$ cat src/rtl/alu_arbiter_if.sv
// Signal bundle between alu_arbiter, its two requesters and the shared 4-phase ALU.
// slave = arbiter side, master = requesters plus ALU side.
interface alu_arbiter_if;
    logic        req0_valid, req1_valid;
    logic [31:0] req0_dat1, req0_dat2, req1_dat1, req1_dat2;
    logic [5:0]  req0_instr, req1_instr;
    logic        req0_ready, req1_ready;
    logic        rsp0_valid, rsp1_valid;
    logic [31:0] rsp0_out, rsp1_out;
    logic [3:0]  rsp0_flags, rsp1_flags;
    logic        rsp0_ready, rsp1_ready;
    logic [31:0] ALU_dat1, ALU_dat2;
    logic [5:0]  Instruction_from_CU;
    logic [31:0] ALU_out;
    logic        ALU_overflow, ALU_con_met, ALU_zero, ALU_err;
    logic        ALU_ready, ALU_accept;

    modport slave (
        input  req0_valid, req1_valid, req0_dat1, req0_dat2, req1_dat1, req1_dat2,
               req0_instr, req1_instr, rsp0_ready, rsp1_ready,
               ALU_out, ALU_overflow, ALU_con_met, ALU_zero, ALU_err, ALU_ready, ALU_accept,
        output req0_ready, req1_ready, rsp0_valid, rsp1_valid, rsp0_out, rsp1_out,
               rsp0_flags, rsp1_flags, ALU_dat1, ALU_dat2, Instruction_from_CU
    );

    modport master (
        output req0_valid, req1_valid, req0_dat1, req0_dat2, req1_dat1, req1_dat2,
               req0_instr, req1_instr, rsp0_ready, rsp1_ready,
               ALU_out, ALU_overflow, ALU_con_met, ALU_zero, ALU_err, ALU_ready, ALU_accept,
        input  req0_ready, req1_ready, rsp0_valid, rsp1_valid, rsp0_out, rsp1_out,
               rsp0_flags, rsp1_flags, ALU_dat1, ALU_dat2, Instruction_from_CU
    );
endinterface

$ cat src/rtl/alu_arbiter.sv
// Two-requester round-robin arbiter in front of a shared 4-phase ALU.
// Define ALU_ARB_TIMEOUT_EN to abort a silent ALU after TIMEOUT_CYCLES of ISSUE+WAIT.
//
// state | meaning
// IDLE  | no operation owned; grant on ALU phase 0
// ISSUE | registered operands driven to the ALU (ALU phase 1)
// WAIT  | waiting for ALU_ready (or timeout)
// RESP  | owner's response held until its rsp_ready
module alu_arbiter #(
    parameter int unsigned TIMEOUT_CYCLES = 8
) (
    input  logic         soc_clk,
    input  logic         reset,
    alu_arbiter_if.slave bus
);
    typedef enum logic [1:0] {ST_IDLE, ST_ISSUE, ST_WAIT, ST_RESP} state_t;

    state_t      r_state, w_state_nxt;
    logic        r_owner, r_prio;
    logic [31:0] r_op_a, r_op_b;
    logic [5:0]  r_op_i;
    logic [31:0] r_rsp0_out, r_rsp1_out;
    logic [3:0]  r_rsp0_flags, r_rsp1_flags;

    logic        w_gnt_id, w_owner_rdy, w_free, w_grant, w_capture, w_timeout;
    logic [31:0] w_cap_out;
    logic [3:0]  w_cap_flags;

    // r_prio names the requester that wins when both are valid
    assign w_gnt_id    = (bus.req0_valid & bus.req1_valid) ? r_prio : bus.req1_valid;
    assign w_owner_rdy = r_owner ? bus.rsp1_ready : bus.rsp0_ready;
    assign w_free      = (r_state == ST_IDLE) | ((r_state == ST_RESP) & w_owner_rdy);
    assign w_grant     = ~reset & w_free & bus.ALU_accept & (bus.req0_valid | bus.req1_valid);
    assign w_capture   = (r_state == ST_WAIT) & (bus.ALU_ready | w_timeout);
    assign w_cap_out   = bus.ALU_ready ? bus.ALU_out : 32'd0;
    assign w_cap_flags = bus.ALU_ready ?
                         {bus.ALU_err, bus.ALU_zero, bus.ALU_con_met, bus.ALU_overflow} : 4'b1000;

`ifdef ALU_ARB_TIMEOUT_EN
    localparam int unsigned TO_W = (TIMEOUT_CYCLES > 1) ? $clog2(TIMEOUT_CYCLES) : 1;
    logic [TO_W-1:0] r_to_cnt;

    // Loaded at grant so that terminal count lands on the last allowed ISSUE+WAIT cycle
    always_ff @(posedge soc_clk) begin
        if (reset) begin
            r_to_cnt <= '0;
        end else if (w_grant) begin
            r_to_cnt <= TO_W'(TIMEOUT_CYCLES - 1);
        end else if (((r_state == ST_ISSUE) || (r_state == ST_WAIT)) && (r_to_cnt != '0)) begin
            r_to_cnt <= r_to_cnt - 1'b1;
        end
    end

    assign w_timeout = (r_to_cnt == '0) & ~bus.ALU_ready;
`else
    assign w_timeout = 1'b0;
`endif

    always_ff @(posedge soc_clk) begin
        if (reset) begin
            r_state <= ST_IDLE;
        end else begin
            r_state <= w_state_nxt;
        end
    end

    always_comb begin
        w_state_nxt = r_state;
        unique case (r_state)
            ST_IDLE:  if (w_grant) w_state_nxt = ST_ISSUE;
            ST_ISSUE: w_state_nxt = ST_WAIT;
            ST_WAIT:  if (w_capture) w_state_nxt = ST_RESP;
            ST_RESP: begin
                if (w_grant) begin
                    w_state_nxt = ST_ISSUE;
                end else if (w_owner_rdy) begin
                    w_state_nxt = ST_IDLE;
                end
            end
            default:  w_state_nxt = ST_IDLE;
        endcase
    end

    always_ff @(posedge soc_clk) begin
        if (reset) begin
            r_owner      <= 1'b0;
            r_prio       <= 1'b0;
            r_op_a       <= '0;
            r_op_b       <= '0;
            r_op_i       <= '0;
            r_rsp0_out   <= '0;
            r_rsp1_out   <= '0;
            r_rsp0_flags <= '0;
            r_rsp1_flags <= '0;
        end else begin
            if (w_grant) begin
                r_owner <= w_gnt_id;
                r_prio  <= ~w_gnt_id;
                r_op_a  <= w_gnt_id ? bus.req1_dat1  : bus.req0_dat1;
                r_op_b  <= w_gnt_id ? bus.req1_dat2  : bus.req0_dat2;
                r_op_i  <= w_gnt_id ? bus.req1_instr : bus.req0_instr;
            end
            if (w_capture) begin
                if (r_owner) begin
                    r_rsp1_out   <= w_cap_out;
                    r_rsp1_flags <= w_cap_flags;
                end else begin
                    r_rsp0_out   <= w_cap_out;
                    r_rsp0_flags <= w_cap_flags;
                end
            end
        end
    end

    always_comb begin
        bus.req0_ready          = w_grant & ~w_gnt_id;
        bus.req1_ready          = w_grant & w_gnt_id;
        bus.rsp0_valid          = (r_state == ST_RESP) & ~r_owner;
        bus.rsp1_valid          = (r_state == ST_RESP) & r_owner;
        bus.rsp0_out            = r_rsp0_out;
        bus.rsp1_out            = r_rsp1_out;
        bus.rsp0_flags          = r_rsp0_flags;
        bus.rsp1_flags          = r_rsp1_flags;
        bus.ALU_dat1            = '0;
        bus.ALU_dat2            = '0;
        bus.Instruction_from_CU = '0;
        // Zero operands and instruction code form the ALU NOP outside ISSUE
        if (r_state == ST_ISSUE) begin
            bus.ALU_dat1            = r_op_a;
            bus.ALU_dat2            = r_op_b;
            bus.Instruction_from_CU = r_op_i;
        end
    end
endmodule

$ cat src/flat_wrapper.sv
// flat-port wrapper written by rule: the top's interface ports become plain ports
module alu_arbiter_flat 
#(
    parameter int unsigned TIMEOUT_CYCLES = 8
)
  (soc_clk, reset, bus_req0_valid, bus_req1_valid, bus_req0_dat1, bus_req0_dat2, bus_req1_dat1, bus_req1_dat2, bus_req0_instr, bus_req1_instr, bus_rsp0_ready, bus_rsp1_ready, bus_ALU_out, bus_ALU_overflow, bus_ALU_con_met, bus_ALU_zero, bus_ALU_err, bus_ALU_ready, bus_ALU_accept, bus_req0_ready, bus_req1_ready, bus_rsp0_valid, bus_rsp1_valid, bus_rsp0_out, bus_rsp1_out, bus_rsp0_flags, bus_rsp1_flags, bus_ALU_dat1, bus_ALU_dat2, bus_Instruction_from_CU);
  alu_arbiter_if bus_i ();
  input  logic soc_clk;
  input  logic reset;
  input wire logic [$bits(bus_i.req0_valid)-1:0] bus_req0_valid;
  input wire logic [$bits(bus_i.req1_valid)-1:0] bus_req1_valid;
  input wire logic [$bits(bus_i.req0_dat1)-1:0] bus_req0_dat1;
  input wire logic [$bits(bus_i.req0_dat2)-1:0] bus_req0_dat2;
  input wire logic [$bits(bus_i.req1_dat1)-1:0] bus_req1_dat1;
  input wire logic [$bits(bus_i.req1_dat2)-1:0] bus_req1_dat2;
  input wire logic [$bits(bus_i.req0_instr)-1:0] bus_req0_instr;
  input wire logic [$bits(bus_i.req1_instr)-1:0] bus_req1_instr;
  input wire logic [$bits(bus_i.rsp0_ready)-1:0] bus_rsp0_ready;
  input wire logic [$bits(bus_i.rsp1_ready)-1:0] bus_rsp1_ready;
  input wire logic [$bits(bus_i.ALU_out)-1:0] bus_ALU_out;
  input wire logic [$bits(bus_i.ALU_overflow)-1:0] bus_ALU_overflow;
  input wire logic [$bits(bus_i.ALU_con_met)-1:0] bus_ALU_con_met;
  input wire logic [$bits(bus_i.ALU_zero)-1:0] bus_ALU_zero;
  input wire logic [$bits(bus_i.ALU_err)-1:0] bus_ALU_err;
  input wire logic [$bits(bus_i.ALU_ready)-1:0] bus_ALU_ready;
  input wire logic [$bits(bus_i.ALU_accept)-1:0] bus_ALU_accept;
  output wire logic [$bits(bus_i.req0_ready)-1:0] bus_req0_ready;
  output wire logic [$bits(bus_i.req1_ready)-1:0] bus_req1_ready;
  output wire logic [$bits(bus_i.rsp0_valid)-1:0] bus_rsp0_valid;
  output wire logic [$bits(bus_i.rsp1_valid)-1:0] bus_rsp1_valid;
  output wire logic [$bits(bus_i.rsp0_out)-1:0] bus_rsp0_out;
  output wire logic [$bits(bus_i.rsp1_out)-1:0] bus_rsp1_out;
  output wire logic [$bits(bus_i.rsp0_flags)-1:0] bus_rsp0_flags;
  output wire logic [$bits(bus_i.rsp1_flags)-1:0] bus_rsp1_flags;
  output wire logic [$bits(bus_i.ALU_dat1)-1:0] bus_ALU_dat1;
  output wire logic [$bits(bus_i.ALU_dat2)-1:0] bus_ALU_dat2;
  output wire logic [$bits(bus_i.Instruction_from_CU)-1:0] bus_Instruction_from_CU;
  assign bus_i.req0_valid = bus_req0_valid;
  assign bus_i.req1_valid = bus_req1_valid;
  assign bus_i.req0_dat1 = bus_req0_dat1;
  assign bus_i.req0_dat2 = bus_req0_dat2;
  assign bus_i.req1_dat1 = bus_req1_dat1;
  assign bus_i.req1_dat2 = bus_req1_dat2;
  assign bus_i.req0_instr = bus_req0_instr;
  assign bus_i.req1_instr = bus_req1_instr;
  assign bus_i.rsp0_ready = bus_rsp0_ready;
  assign bus_i.rsp1_ready = bus_rsp1_ready;
  assign bus_i.ALU_out = bus_ALU_out;
  assign bus_i.ALU_overflow = bus_ALU_overflow;
  assign bus_i.ALU_con_met = bus_ALU_con_met;
  assign bus_i.ALU_zero = bus_ALU_zero;
  assign bus_i.ALU_err = bus_ALU_err;
  assign bus_i.ALU_ready = bus_ALU_ready;
  assign bus_i.ALU_accept = bus_ALU_accept;
  assign bus_req0_ready = bus_i.req0_ready;
  assign bus_req1_ready = bus_i.req1_ready;
  assign bus_rsp0_valid = bus_i.rsp0_valid;
  assign bus_rsp1_valid = bus_i.rsp1_valid;
  assign bus_rsp0_out = bus_i.rsp0_out;
  assign bus_rsp1_out = bus_i.rsp1_out;
  assign bus_rsp0_flags = bus_i.rsp0_flags;
  assign bus_rsp1_flags = bus_i.rsp1_flags;
  assign bus_ALU_dat1 = bus_i.ALU_dat1;
  assign bus_ALU_dat2 = bus_i.ALU_dat2;
  assign bus_Instruction_from_CU = bus_i.Instruction_from_CU;
  alu_arbiter #(.TIMEOUT_CYCLES(TIMEOUT_CYCLES)) u_core (.soc_clk(soc_clk), .reset(reset), .bus(bus_i));
endmodule
$ cat config.mk
export PLATFORM = sky130hd
export DESIGN_NAME = alu_arbiter_flat
export DESIGN_NICKNAME = d
export VERILOG_FILES = /design/src/rtl/alu_arbiter_if.sv /design/src/rtl/alu_arbiter.sv /design/src/flat_wrapper.sv
export SDC_FILE = /design/constraint.sdc
export NUM_CORES = 1
export LEC_CHECK = 0
export ABC_AREA = 1
export BUFFER_PORTS_ARGS = -buffer_cell sky130_fd_sc_hd__buf_2
export CAP_MARGIN = 30
export CORE_AREA = 2 2 127 129
export DETAILED_ROUTE_END_ITERATION = 10
export DIE_AREA = 0 0 129 131
export PLACE_DENSITY = 0.81
export REMOVE_ABC_BUFFERS = 1
export SLEW_MARGIN = 20
export SYNTH_ARGS = -nofsm -noshare
export SYNTH_HDL_FRONTEND = slang
export SYNTH_SLANG_ARGS = --single-unit
export TNS_END_PERCENT = 1
$ cat constraint.sdc
create_clock -name soc_clk -period 1.9 [get_ports soc_clk]
set_input_delay 0.285 -clock soc_clk [delete_from_list [all_inputs] [get_ports soc_clk]]
set_output_delay 0.285 -clock soc_clk [all_outputs]
set_load 0.05 [all_outputs]
# Word-level counts from Yosys, hierarchy flattened
# Cells that the tools add are included.
# W data, S select, Z words.
# totals
register_bits,146
input_bits,184
out_inout_bits,146
# classes
eq_ne,6
n_mux,15
bitwise,15
n_reduce_logical,4
# ops
op,count
$mux W32,5
$mux W6,2
$and A1 B1 Y1,10
$mux W2,4
$pmux W2 S4,1
$eq A2 B2 Y1 const B,2
$mux W4,1
$ne A2 B1 Y1 const B,2
$reduce_and A2 Y1,2
$ne A3 B1 Y1 const B,1
$not A1 Y1,3
$reduce_and A3 Y1,1
$eq A2 B1 Y1 const B,1
$logic_not A2 Y1,1
$mux W1,2
$or A1 B1 Y1,2

# Longest topological paths before layout
# Gate-level depths: netlist of the first run.
# logic_depth
word_depth,8
depth_mapped,11
ltp_nobuf,9

# Least setup slack after synthesis of the first run
# Ideal clock, no wire load.
# synth_path
path_type,reg2out
start,register u_core.r_state[0]
end,output bus_req0_ready
arrival_ps,1783
t_required_ps,1615
path_slack_ps,-168
stages_incl_launch_ff,7
n_path_buf,1
path_cell_list,dfxtp_1 > ha_1 > nand3_1 > nand2_2 > nand2_4 > buf_6 > a21oi_1
# synth_via
elab_chain_len,7
word_cells_on_any_way,8
# synth_lines
element,line,source
"start, declared",alu_arbiter.sv:18,"state_t r_state, w_state_nxt;"
"start signal, assigned",alu_arbiter.sv:63,r_state <= w_state_nxt;
$eq A2 B2 Y1,alu_arbiter.sv:32,assign w_free = (r_state == ST_IDLE) | ((r_state == ST_RESP) & w_owner_rdy);
$and A1 B1 Y1,alu_arbiter.sv:32,
$or A1 B1 Y1 (*),alu_arbiter.sv:32,
$and A1 B1 Y1 (*) (3 in a row),alu_arbiter.sv:33,assign w_grant = ~reset & w_free & bus.ALU_accept & (bus.req0_valid | bus.req1_valid);
$and A1 B1 Y1 (*),alu_arbiter.sv:116,bus.req0_ready = w_grant & ~w_gnt_id;
"end, declared",flat_wrapper.sv:27,output wire logic [$bits(bus_i.req0_ready)-1:0] bus_req0_ready;
# Every way passes the cells marked *; elsewhere a longest branch is shown, timed or not.

# Worst setup path in the final report of the first run
# layout_path
start,register u_core.r_state[1]
end,output bus_req0_ready
# Same word-level chain as after synthesis.

==> results.txt, run 1 <==
Worst path top cell family by delay = flip-flops
Max-cap violations = 0
Total grt overflow = 0
Seq/Total Area, Yosys = 0.432
Placed Cells = 1405
Avg Cell Area, Syn = 7.58 um2
Initial antenna violation count = 9
Gate power share = 0.292
Number of flops mapped to enable cells by yosys = 0
Share of cells above drive strength 1 = 0.425
HPWL Detailed = 14.3 mm
Min Clock Period, post-route = 1940 ps
Htree depth = 4
Critical path capture point type = output pin
Top cells by area, synth = dfxtp_1, mux2_2, nand2_1
# IOs = 330
CTS max path bufs = 2
Final hold violation count = 0
Design area = 0.00981 mm2
Detail Route Antenna Nets = 0
Worst Skew = 7.34 ps
First-pass GRT wire length = 31.6 mm
Leak = 4.93 nW
Endpoints failing setup = 3
Pint = 6.49 mW
FFs w/ async S/R, synth = 0
Routed Wire Length = 21.4 mm
Global-route usage over all layers = 0.238
Non-Filler Instances = 1445
Fillers = 1258
CTS sink cnt = 146
Synth top area share = 0.432
Final RePlAce weighted congestion = 0.793
Crit-path cells = ha_2 -> nand3_1 -> nand2_2 -> nand2_4 -> a21oi_2 -> buf_6
Crit Path Class = flop to output pin
Clk pwr share = 0.350
Post-CTS setup buffers = 0
Vias/cell = 4.90
Core area = 0.0156 mm2
#FFs+latches synth = 146
DRT Pass-1 Iters = 4
Critical Path Source Type = flop
Dominant synthesized flop cell = dfxtp_1
CTS Buf Count = 17
Rel. slew slack = 0.377
Clock transition at path regs = 60 ps
Post-synth top area cell = dfxtp_1
Layout Nets = 1398
Area growth syn-to-layout = 44.9%
Synth cell count leaders = nand2_1, dfxtp_1, inv_1
Root Driver = clkbuf_16
Critical-path top delay cell = dfxtp_2
Hold Path Class = input pin to flop
Unique masters post-synth = 21
Fmax = 514 MHz
Psw = 3.33 mW
Final setup margin = -44.8 ps
Crit Path Max Fanout = 7
Clk_lat worst skew = 420 ps
Slew Viols, Final = 0
Avg WL per Cell = 14.8 um
Unrepaired setup endpoints after global routing = true
Synthesized area = 0.00677 mm2
Die area = 0.0169 mm2
# rows = 46
DR vias = 7083
Share of power burned in registers = 0.358
TritonCTS clock tree = built
P per Cell Area = 1000 mW/mm2
Initial DRC count = 383
Synth Warn # = 0
Status = complete, but fails checks
Failing checks = negative setup slack
Mapped Cells = 893
Post-DP Area = 0.00868 mm2
VDD IR-drop max = 0.000700 V
Initial Utilization = 0.434
DRC viols = 0
Buffer and inverter count on the worst path = 1
Worst path arrival time = 1660 ps
Die outline width = 129 um
I/O Buffers = 329
Switch share = 0.339
Die Span Y = 131 um
Worst-Margin Slew = 935 ps
Fin crit share = 1.02
CP peak stage delay = 380 ps
Vias in the first global route = 6541
Largest net degree at the start of global routing = 75
Worst path required time = 1620 ps
Most frequent cell after synthesis = nand2_1
==> cells by family after synthesis <==
logic type,Yosys count,synth area share
AND/OR/NAND/NOR,310,0.183
AO/OA/AOI/OAI,184,0.148
buffers and inverters,178,0.111
flip-flops,146,0.432
multiplexers,70,0.116
adder cells (fa/ha/maj),5,0.00924
==> cells in the final DEF, fill, tap and decap left out, types with 2 or more instances in the layout <==
| master | netlist | layout |
|---|---|---|
| nor2_2 | 2 | 3 |
| nand2_2 | 23 | 22 |
| buf_8 | 2 | 3 |
| buf_2 | 16 | 257 |
| clkbuf_8 | 0 | 3 |
| clkbuf_16 | 0 | 17 |
| bufinv_16 | 0 | 3 |
| nor2_1 | 75 | 74 |
| dfxtp_1 | 146 | 143 |
| a21oi_2 | 20 | 21 |
| clkinv_2 | 0 | 2 |
| nand2_1 | 203 | 203 |
| o21ai_0 | 72 | 72 |
| buf_4 | 1 | 24 |
| nand3_1 | 6 | 5 |
| diode_2 | 0 | 9 |
| buf_12 | 0 | 7 |
| a211oi_1 | 2 | 2 |
| buf_6 | 5 | 64 |
| clkinvlp_4 | 0 | 3 |
| dfxtp_2 | 0 | 2 |
| mux2_2 | 70 | 70 |
| a21oi_1 | 89 | 88 |
| inv_2 | 4 | 9 |
| nand2_4 | 1 | 2 |
| inv_1 | 115 | 109 |
| ha_1 | 5 | 3 |
==> worst reg2reg max path: stages (launching register included) <==
cell and delay (ps):
dfxtp_1 300, inv_1 60, nand2_1 110, nand2_4 290, buf_4 240, mux2_2 380, nand2_1 80, a21oi_1 70
==> power groups by stage <==
stage / Sequential (mW) / Combinational, mW / Clock (mW)
after floorplan: 3.90 / 1.38 / 0
after global placement: 3.54 / 2.57 / 0
after detailed placement: 3.55 / 2.59 / 0
after CTS: 3.51 / 2.79 / 3.49
after global routing: 3.54 / 3.08 / 3.61
final: 3.52 / 2.86 / 3.44
==> path summary, 6_finish.rpt <==
| path | startpoint | endpoint | slack [ps] | depth (start not counted) |
|---|---|---|---|---|
| setup / recovery | u_core.r_state[1]$_SDFFE_PP0P_ | bus_req0_ready | -40 | 6 |
| hold reg to reg | u_core.bus.rsp1_flags[3]$_SDFFE_PP0P_ | u_core.bus.rsp1_flags[3]$_SDFFE_PP0P_ | 440 | 2 |
| hold / removal | bus_ALU_out[17] | u_core.bus.rsp0_out[17]$_SDFFE_PP0P_ | 100 | 3 |
| setup reg to reg | u_core.r_prio$_SDFFE_PP0P_ | u_core.r_op_b[1]$_SDFFE_PP0P_ | 210 | 7 |
==> metal layers <==
metal / routed length, um / global-route usage
met5: 0 / 0
met4: 911 / 0.137
met3: 1830 / 0.0733
met2: 10300 / 0.401
met1: 8430 / 0.268
==> through the flow <==
step / setup TNS [ps] / util / hold slack [ps] / setup slack (ps) / power (mW)
after floorplan: -91320 / - / 347 / -710 / 5.27
after global placement: 0 / 0.556 / 427 / 171 / 6.10
after detailed placement: 0 / 0.556 / 431 / 72.1 / 6.14
after CTS: -152 / 0.614 / 79.4 / -70.8 / 9.78
after global routing: -1140 / 0.629 / 101 / -98.0 / 10.2
final: -58.6 / 0.629 / 98.1 / -44.8 / 9.82
==> sequential cells by signal, summed over array words and instances, names as in the netlist, 2 cells and up <==
register and flops:
u_core.r_op_i 6, u_core.bus.rsp1_flags 4, u_core.r_state 2, u_core.bus.rsp0_flags 4, u_core.bus.rsp1_out 32, u_core.r_op_a 32
u_core.r_op_b 32, u_core.bus.rsp0_out 32
==> area by class of cell <==
cell class | instances | area (um2) | area share
inverter | 119 | 449 | 0.0458
multi-input combinational | 569 | 3130 | 0.320
tap | 216 | 270 | 0.0276
clock buffer | 21 | 470 | 0.0480
timing repair buffer | 356 | 2400 | 0.245
antenna | 9 | 22.5 | 0.00230
sequential | 146 | 2930 | 0.299
clock inverter | 9 | 131 | 0.0134
==> timing repair <==
item | 4_1_cts | 5_1_grt
setup endpoints to repair | 72 | 94
hold buffers | 0 | 0
resized for setup | 98 | 61
cloned | 1 | 0
pin swaps | 0 | 0
Power figures use the tool's default switching activity.
==> inputs of run 2 (changes only) <==
--- a/config.mk
+++ b/config.mk
@@ -8,10 +8,11 @@
 export ABC_AREA = 1
 export BUFFER_PORTS_ARGS = -buffer_cell sky130_fd_sc_hd__buf_2
 export CAP_MARGIN = 30
-export CORE_AREA = 2 2 127 129
+export CORE_MARGIN = 5
+export CORE_UTILIZATION = 47
 export DETAILED_ROUTE_END_ITERATION = 10
-export DIE_AREA = 0 0 129 131
-export PLACE_DENSITY = 0.81
+export GPL_ROUTABILITY_DRIVEN = 0
+export PLACE_DENSITY = 0.86
 export REMOVE_ABC_BUFFERS = 1
 export SLEW_MARGIN = 20
 export SYNTH_ARGS = -nofsm -noshare
==> run 2 against run 1 <==
Against the previous run: the run still ends with negative setup slack left; sequential share of layout area shrank 1.1 points; clock-buffer cell count shrank 4; sequential power grew 1%; combinational power grew 34%; first-iteration DRC count grew 150%; hold slack is essentially flat; setup slack lost 110 ps; register-to-register slack lost 90 ps; critical path depth grew 1; sequential cell count is the same; final area grew 4.0%; wire length grew 33%; critical path type unchanged.
==> results.txt, run 2 (synthesis gave the netlist of run 1 again) <==
Non-Filler Instances = 1417 (was 1445)
Highest routed layer = met5 (was met4)
Critical-path top delay cell = dfxtp_4 (was dfxtp_2)
Pint = 7.20 mW (was 6.49 mW)
Worst Skew = 10.9 ps (was 7.34 ps)
Core area = 0.0140 mm2 (was 0.0156 mm2)
Worst path arrival time = 1770 ps (was 1660 ps)
TritonCTS clock tree = built (unchanged)
DR vias = 7677 (was 7083)
Clock transition at path regs = 70 ps (was 60 ps)
DRT met1 WL = 9.16 mm (was 8.43 mm)
Min Clock Period, post-route = 2050 ps (was 1940 ps)
Share of cells above drive strength 1 = 0.493 (was 0.425)
Clk_lat worst skew = 420 ps (about the same)
Die Span Y = 130 um (was 131 um)
Met2 routed WL = 13.4 mm (was 10.3 mm)
Die outline width = 130 um (was 129 um)
CTS max path bufs = 2 (unchanged)
R2R depth = 7 (unchanged)
Min-Delay Path Depth = 3 (unchanged)
Final hold violation count = 0 (unchanged)
Most used cell, CP = buf_12
Die area = 0.0169 mm2 (about the same)
Most frequent cells in the layout = buf_2, nand2_1, dfxtp_1, a21oi_1, nor2_1 (was buf_2, nand2_1, dfxtp_1, inv_1, a21oi_1)
Gate power share = 0.343 (was 0.292)
Max-cap violations = 0 (unchanged)
DRT Pass-1 Iters = 8 (was 4)
Psw = 3.93 mW (was 3.33 mW)
I/O Buffers = 329 (unchanged)
Crit-path cells = inv_4 -> ha_4 -> buf_12 -> buf_12 -> nand2_1 -> inv_1 -> buf_6 (was ha_2 -> nand3_1 -> nand2_2 -> nand2_4 -> a21oi_2 -> buf_6)
Stages on the worst setup path = 7 (was 6)
Root Driver = clkbuf_16 (unchanged)
Critical Path Source Type = flop (unchanged)
Avg WL per Cell = 20.1 um (was 14.8 um)
Largest net degree at the start of global routing = 75 (unchanged)
Failing checks = negative setup slack (unchanged)
Initial DRC count = 945 (was 383)
First-pass GRT wire length = 33.9 mm (was 31.6 mm)
Share of power burned in registers = 0.321 (was 0.358)
Worst path required time = 1620 ps (about the same)
Worst path top cell family by delay = buffers and inverters (was flip-flops)
Initial antenna violation count = 9 (unchanged)
Total grt overflow = 0 (unchanged)
Switch share = 0.353 (was 0.339)
CTS sink cnt = 146 (unchanged)
CTS Buf Count = 17 (unchanged)
HPWL Detailed = 16.0 mm (was 14.3 mm)
Fmax = 487 MHz (was 514 MHz)
Rel. slew slack = 0.395 (was 0.377)
Final setup margin = -152 ps (was -44.8 ps)
CP peak stage delay = 370 ps (was 380 ps)
Fin crit share = 1.08 (was 1.02)
P per Cell Area = 1090 mW/mm2 (was 1000 mW/mm2)
Layout Nets = 1406 (was 1398)
Finished Core Util = 0.729 (was 0.629)
Area growth syn-to-layout = 50.6% (was 44.9%)
Crit Path Max Fanout = 6 (was 7)
Wire length on met3 = 3.84 mm (was 1.83 mm)
DRC viols = 0 (unchanged)
VDD IR-drop max = 0.000783 V (was 0.000700 V)
Most common cell after layout, fill and taps aside = buf_2 (unchanged)
Unrepaired setup endpoints after global routing = true (unchanged)
Vias/cell = 5.42 (was 4.90)
Final Power = 11.1 mW (was 9.82 mW)
Status = complete, but fails checks (unchanged)
Hold Path Class = input pin to flop (unchanged)
Detail Route Antenna Nets = 0 (unchanged)
Reg2Reg Setup Slack = 120 ps (was 210 ps)
Worst-Margin Slew = 908 ps (was 935 ps)
Htree depth = 4 (unchanged)
Buffer and inverter count on the worst path = 5 (was 1)
Clk pwr share = 0.336 (was 0.350)
Routed Wire Length = 28.5 mm (was 21.4 mm)
Critical path capture point type = output pin (unchanged)
Slew Viols, Final = 0 (unchanged)
Global-route usage over all layers = 0.255 (was 0.238)
Leak = 5.00 nW (was 4.93 nW)
# IOs = 330 (unchanged)
Placed Cells = 1366 (was 1405)
Initial Utilization = 0.484 (was 0.434)
Crit Path Class = flop to output pin (unchanged)
Hold bufs inserted after CTS = 0 (unchanged)
Endpoints failing setup = 25 (was 3)
Vias in the first global route = 7033 (was 6541)
# rows = 43 (was 46)
[run 2: cell types whose count changed in the layout (fill, tap and decap cells not counted), moves of 8 or more]
cell	before	now
buf_8	3	25
inv_1	109	66
buf_4	24	16
buf_6	64	51
nand2_2	22	57
inv_2	9	52
nand2_1	203	169
[run 2: worst min-delay path, cell delays in order]
cell and delay, ps:
buf_2 80, nor2_1 40, nor2_1 80
[run 2: cell type report]
cell class / instances / area [um2]
fillers: 932 / 3790
multi-input cells: 569 / 3230
flip-flops and latches: 146 / 2930
repair buffers: 364 / 2690
inverters: 119 / 449
clock buffers: 17 / 425
clock inverters: 15 / 228
well taps: 180 / 225
diodes: 7 / 17.5
[run 2: final timing paths]
path / end / startpoint
setup / recovery: bus_ALU_dat2[27] / u_core.r_state[1]$_SDFFE_PP0P_
hold / removal: u_core.bus.rsp0_out[5]$_SDFFE_PP0P_ / bus_ALU_out[5]
setup reg to reg: u_core.r_op_i[0]$_SDFFE_PP0P_ / u_core.r_prio$_SDFFE_PP0P_
hold reg to reg: u_core.bus.rsp1_out[7]$_SDFFE_PP0P_ / u_core.bus.rsp1_out[7]$_SDFFE_PP0P_
[run 2: what timing repair did]
item,4_1_cts,5_1_grt
endpoints found under the setup margin,72,71
cloned,1,8
gates resized for setup,109,161
buffers inserted,0,3
[run 2: per-layer routing]
metal | GRT usage | vias to the layer above
met4 | 0.156 | 4
met2 | 0.432 | 566
met5 | 0 | -
li1 | - | 3462
met1 | 0.270 | 3479
met3 | 0.0905 | 166
[run 2: metrics by stage]
stage	hold WS [ps]	setup WS [ps]	instance area, um2	setup TNS, ps
6_report	98.2	-152	10200	-662
5_1_grt	108	-264	10200	-3360
4_1_cts	86.5	-57.0	9620	-1050
3_5_place_dp	435	202	8620	0
3_3_place_gp	428	276	8620	0
2_1_floorplan	347	-710	6460	-91320
[run 2: power by group through the flow]
stage	Sequential [mW]	Clock [mW]	Combinational (mW)
2_1_floorplan	3.90	0	1.38
3_3_place_gp	3.55	0	2.66
3_5_place_dp	3.55	0	2.70
4_1_cts	3.52	3.76	2.91
5_1_grt	3.59	3.91	3.99
6_report	3.57	3.74	3.82
==> inputs of run 3 (changes only) <==
--- a/config.mk
+++ b/config.mk
@@ -14,6 +14,7 @@
 export GPL_ROUTABILITY_DRIVEN = 0
 export PLACE_DENSITY = 0.86
 export REMOVE_ABC_BUFFERS = 1
+export SKIP_LAST_GASP = 1
 export SLEW_MARGIN = 20
 export SYNTH_ARGS = -nofsm -noshare
 export SYNTH_HDL_FRONTEND = slang
==> run 3 against run 2 <==
Against the previous run: the run still ends with negative setup slack left; final area decreased by 1.7%; wire length down 4.8%; first-iteration DRC count fell by 25%; non-clock buffer count down 1; register-to-register slack barely moved; sequential share of layout area is 0.50 points higher; total power is 1.4% lower; clock skew decreased by 1.7 ps.
==> results.txt, run 3 (synthesis gave the netlist of run 1 again) <==
CTS Buf Count = 17 (unchanged)
Failing checks = negative setup slack (unchanged)
Max-cap violations = 0 (unchanged)
Worst Skew = 9.24 ps (was 10.9 ps)
Critical Path Source Type = flop (unchanged)
GRT busiest layer = met2 (unchanged)
Clock transition at path regs = 60 ps (was 70 ps)
Global-route usage over all layers = 0.255 (about the same)
Area growth syn-to-layout = 48.0% (was 50.6%)
VDD IR-drop max = 0.000775 V (was 0.000783 V)
Critical path origin = u_core.r_state[1]$_SDFFE_PP0P_ (unchanged)
Vias/cell = 5.40 (was 5.42)
Worst-Margin Slew = 926 ps (was 908 ps)
HPWL Detailed = 16.0 mm (unchanged)
Share of cells above drive strength 1 = 0.461 (was 0.493)
Layout Nets = 1405 (was 1406)
Core area = 0.0140 mm2 (unchanged)
Status = complete, but fails checks (unchanged)
Die outline width = 130 um (unchanged)
Hold Path Class = input pin to flop (unchanged)
Most frequent cells in the layout = buf_2, nand2_1, dfxtp_1, inv_1, a21oi_1 (was buf_2, nand2_1, dfxtp_1, a21oi_1, nor2_1)
First-pass GRT wire length = 34.0 mm (was 33.9 mm)
Non-Filler Instances = 1416 (was 1417)
P per Cell Area = 1090 mW/mm2 (about the same)
Design area = 0.0100 mm2 (was 0.0102 mm2)
DR vias = 7642 (was 7677)
DRT Pass-1 Iters = 5 (was 8)
Total grt overflow = 0 (unchanged)
Unrepaired setup endpoints after global routing = true (unchanged)
Slew Viols, Final = 0 (unchanged)
CTS sink cnt = 146 (unchanged)
R2R depth = 7 (unchanged)
Most common cell after layout, fill and taps aside = buf_2 (unchanged)
Die Span Y = 130 um (unchanged)
Hold bufs inserted after CTS = 0 (unchanged)
Met1 global-route usage = 0.273 (was 0.270)
Leak = 5.01 nW (was 5.00 nW)
Largest net degree at the start of global routing = 75 (unchanged)
Fillers = 945 (was 932)
Routed Wire Length = 27.1 mm (was 28.5 mm)
Initial Utilization = 0.484 (unchanged)
Reg2Reg Setup Slack = 110 ps (was 120 ps)
# IOs = 330 (unchanged)
Initial DRC count = 706 (was 945)
Final setup margin = -114 ps (was -152 ps)
Critical path capture point type = output pin (unchanged)
FF-to-FF Start = u_core.r_prio$_SDFFE_PP0P_ (unchanged)
Htree depth = 4 (unchanged)
Clk_lat worst skew = 420 ps (about the same)
Reg-to-Reg End = u_core.r_op_a[8]$_SDFFE_PP0P_ (was u_core.r_op_i[0]$_SDFFE_PP0P_)
CTS max path bufs = 2 (unchanged)
Crit Path Class = flop to output pin (unchanged)
I/O Buffers = 329 (unchanged)
Root Driver = clkbuf_16 (unchanged)
Min Clock Period, post-route = 2010 ps (was 2050 ps)
Detail Route Antenna Nets = 0 (unchanged)
Worst path arrival time = 1730 ps (was 1770 ps)
Setup crit end = bus_Instruction_from_CU[0] (was bus_ALU_dat2[27])
GR met3 Demand/Resource = 0.0901 (was 0.0905)
TritonCTS clock tree = built (unchanged)
DRC viols = 0 (unchanged)
Worst path required time = 1620 ps (about the same)
Avg WL per Cell = 19.1 um (was 20.1 um)
Endpoints failing setup = 47 (was 25)
Dpl ws = 202 ps (unchanged)
Vias in the first global route = 7019 (was 7033)
Rel. slew slack = 0.383 (was 0.395)
Die area = 0.0169 mm2 (unchanged)
Final hold violation count = 0 (unchanged)
M2 GR Usage = 0.432 (about the same)
Fin crit share = 1.06 (was 1.08)
Post-DP Area = 0.00862 mm2 (unchanged)
Crit Path Max Fanout = 6 (unchanged)
# rows = 43 (unchanged)
Initial antenna violation count = 9 (unchanged)
Placed Cells = 1366 (unchanged)
Fmax = 497 MHz (was 487 MHz)
-- run 3: timing repair --
action	4_1_cts	5_1_grt
pin swaps	0	0
gates cloned	1	8
setup buffers	0	2
setup endpoints to repair	72	72
resized for setup	80	141
-- run 3: layer usage --
layer  vias up  part of all wire
met4         6             0.066
met3       154              0.14
met1      3447              0.32
met2       580              0.47
li1       3455                 -
met5         -            0.0019
-- run 3: worst min path at each step --
stage	startpoint	endpoint	slack, ps	cells past startpoint
2_1_floorplan	reset	u_core.r_op_a[18]$_SDFFE_PP0P_	350	1
3_3_place_gp	u_core.bus.rsp1_out[9]$_SDFFE_PP0P_	u_core.bus.rsp1_out[9]$_SDFFE_PP0P_	430	2
3_5_place_dp	u_core.bus.rsp1_out[13]$_SDFFE_PP0P_	u_core.bus.rsp1_out[13]$_SDFFE_PP0P_	440	2
4_1_cts	bus_ALU_out[5]	u_core.bus.rsp0_out[5]$_SDFFE_PP0P_	90	3
5_1_grt	bus_ALU_out[3]	u_core.bus.rsp0_out[3]$_SDFFE_PP0P_	100	3
6_report	bus_ALU_out[25]	u_core.bus.rsp0_out[25]$_SDFFE_PP0P_	100	3
-- run 3: cell type report --
| cell class | count | area (um2) | area share |
|---|---|---|---|
| tap | 180 | 225 | 0.0225 |
| multi-input combinational | 569 | 3190 | 0.318 |
| sequential | 146 | 2930 | 0.293 |
| antenna | 7 | 17.5 | 0.00175 |
| clock buffer | 17 | 425 | 0.0425 |
| clock inverter | 15 | 228 | 0.0227 |
| inverter | 119 | 449 | 0.0448 |
| timing repair buffer | 363 | 2550 | 0.255 |
-- run 3: through the flow --
stage | TNS, ps | utilization | power, mW | hold slack (ps)
floorplan | -91320 | - | 5.27 | 347
global placement | 0 | 0.616 | 6.20 | 428
detailed placement | 0 | 0.616 | 6.26 | 435
CTS | -1640 | 0.682 | 10.2 | 86.5
global route | -4880 | 0.716 | 11.4 | 102
finish | -1710 | 0.716 | 11.0 | 100
-- run 3: report_power, final --
group	total [mW]	leakage, nW	switching, mW	internal [mW]
combinational	3.69	3.51	2.24	1.45
sequential	3.56	1.18	0.209	3.35
clock	3.72	0.315	1.38	2.35
-- run 3: critical path, cell delays in order (launching register included) --
cell       delay (ps)
dfxtp_4           370
inv_4              80
ha_4              170
buf_8             160
clkbuf_16         190
nand2_2            70
inv_1             100
buf_6             170
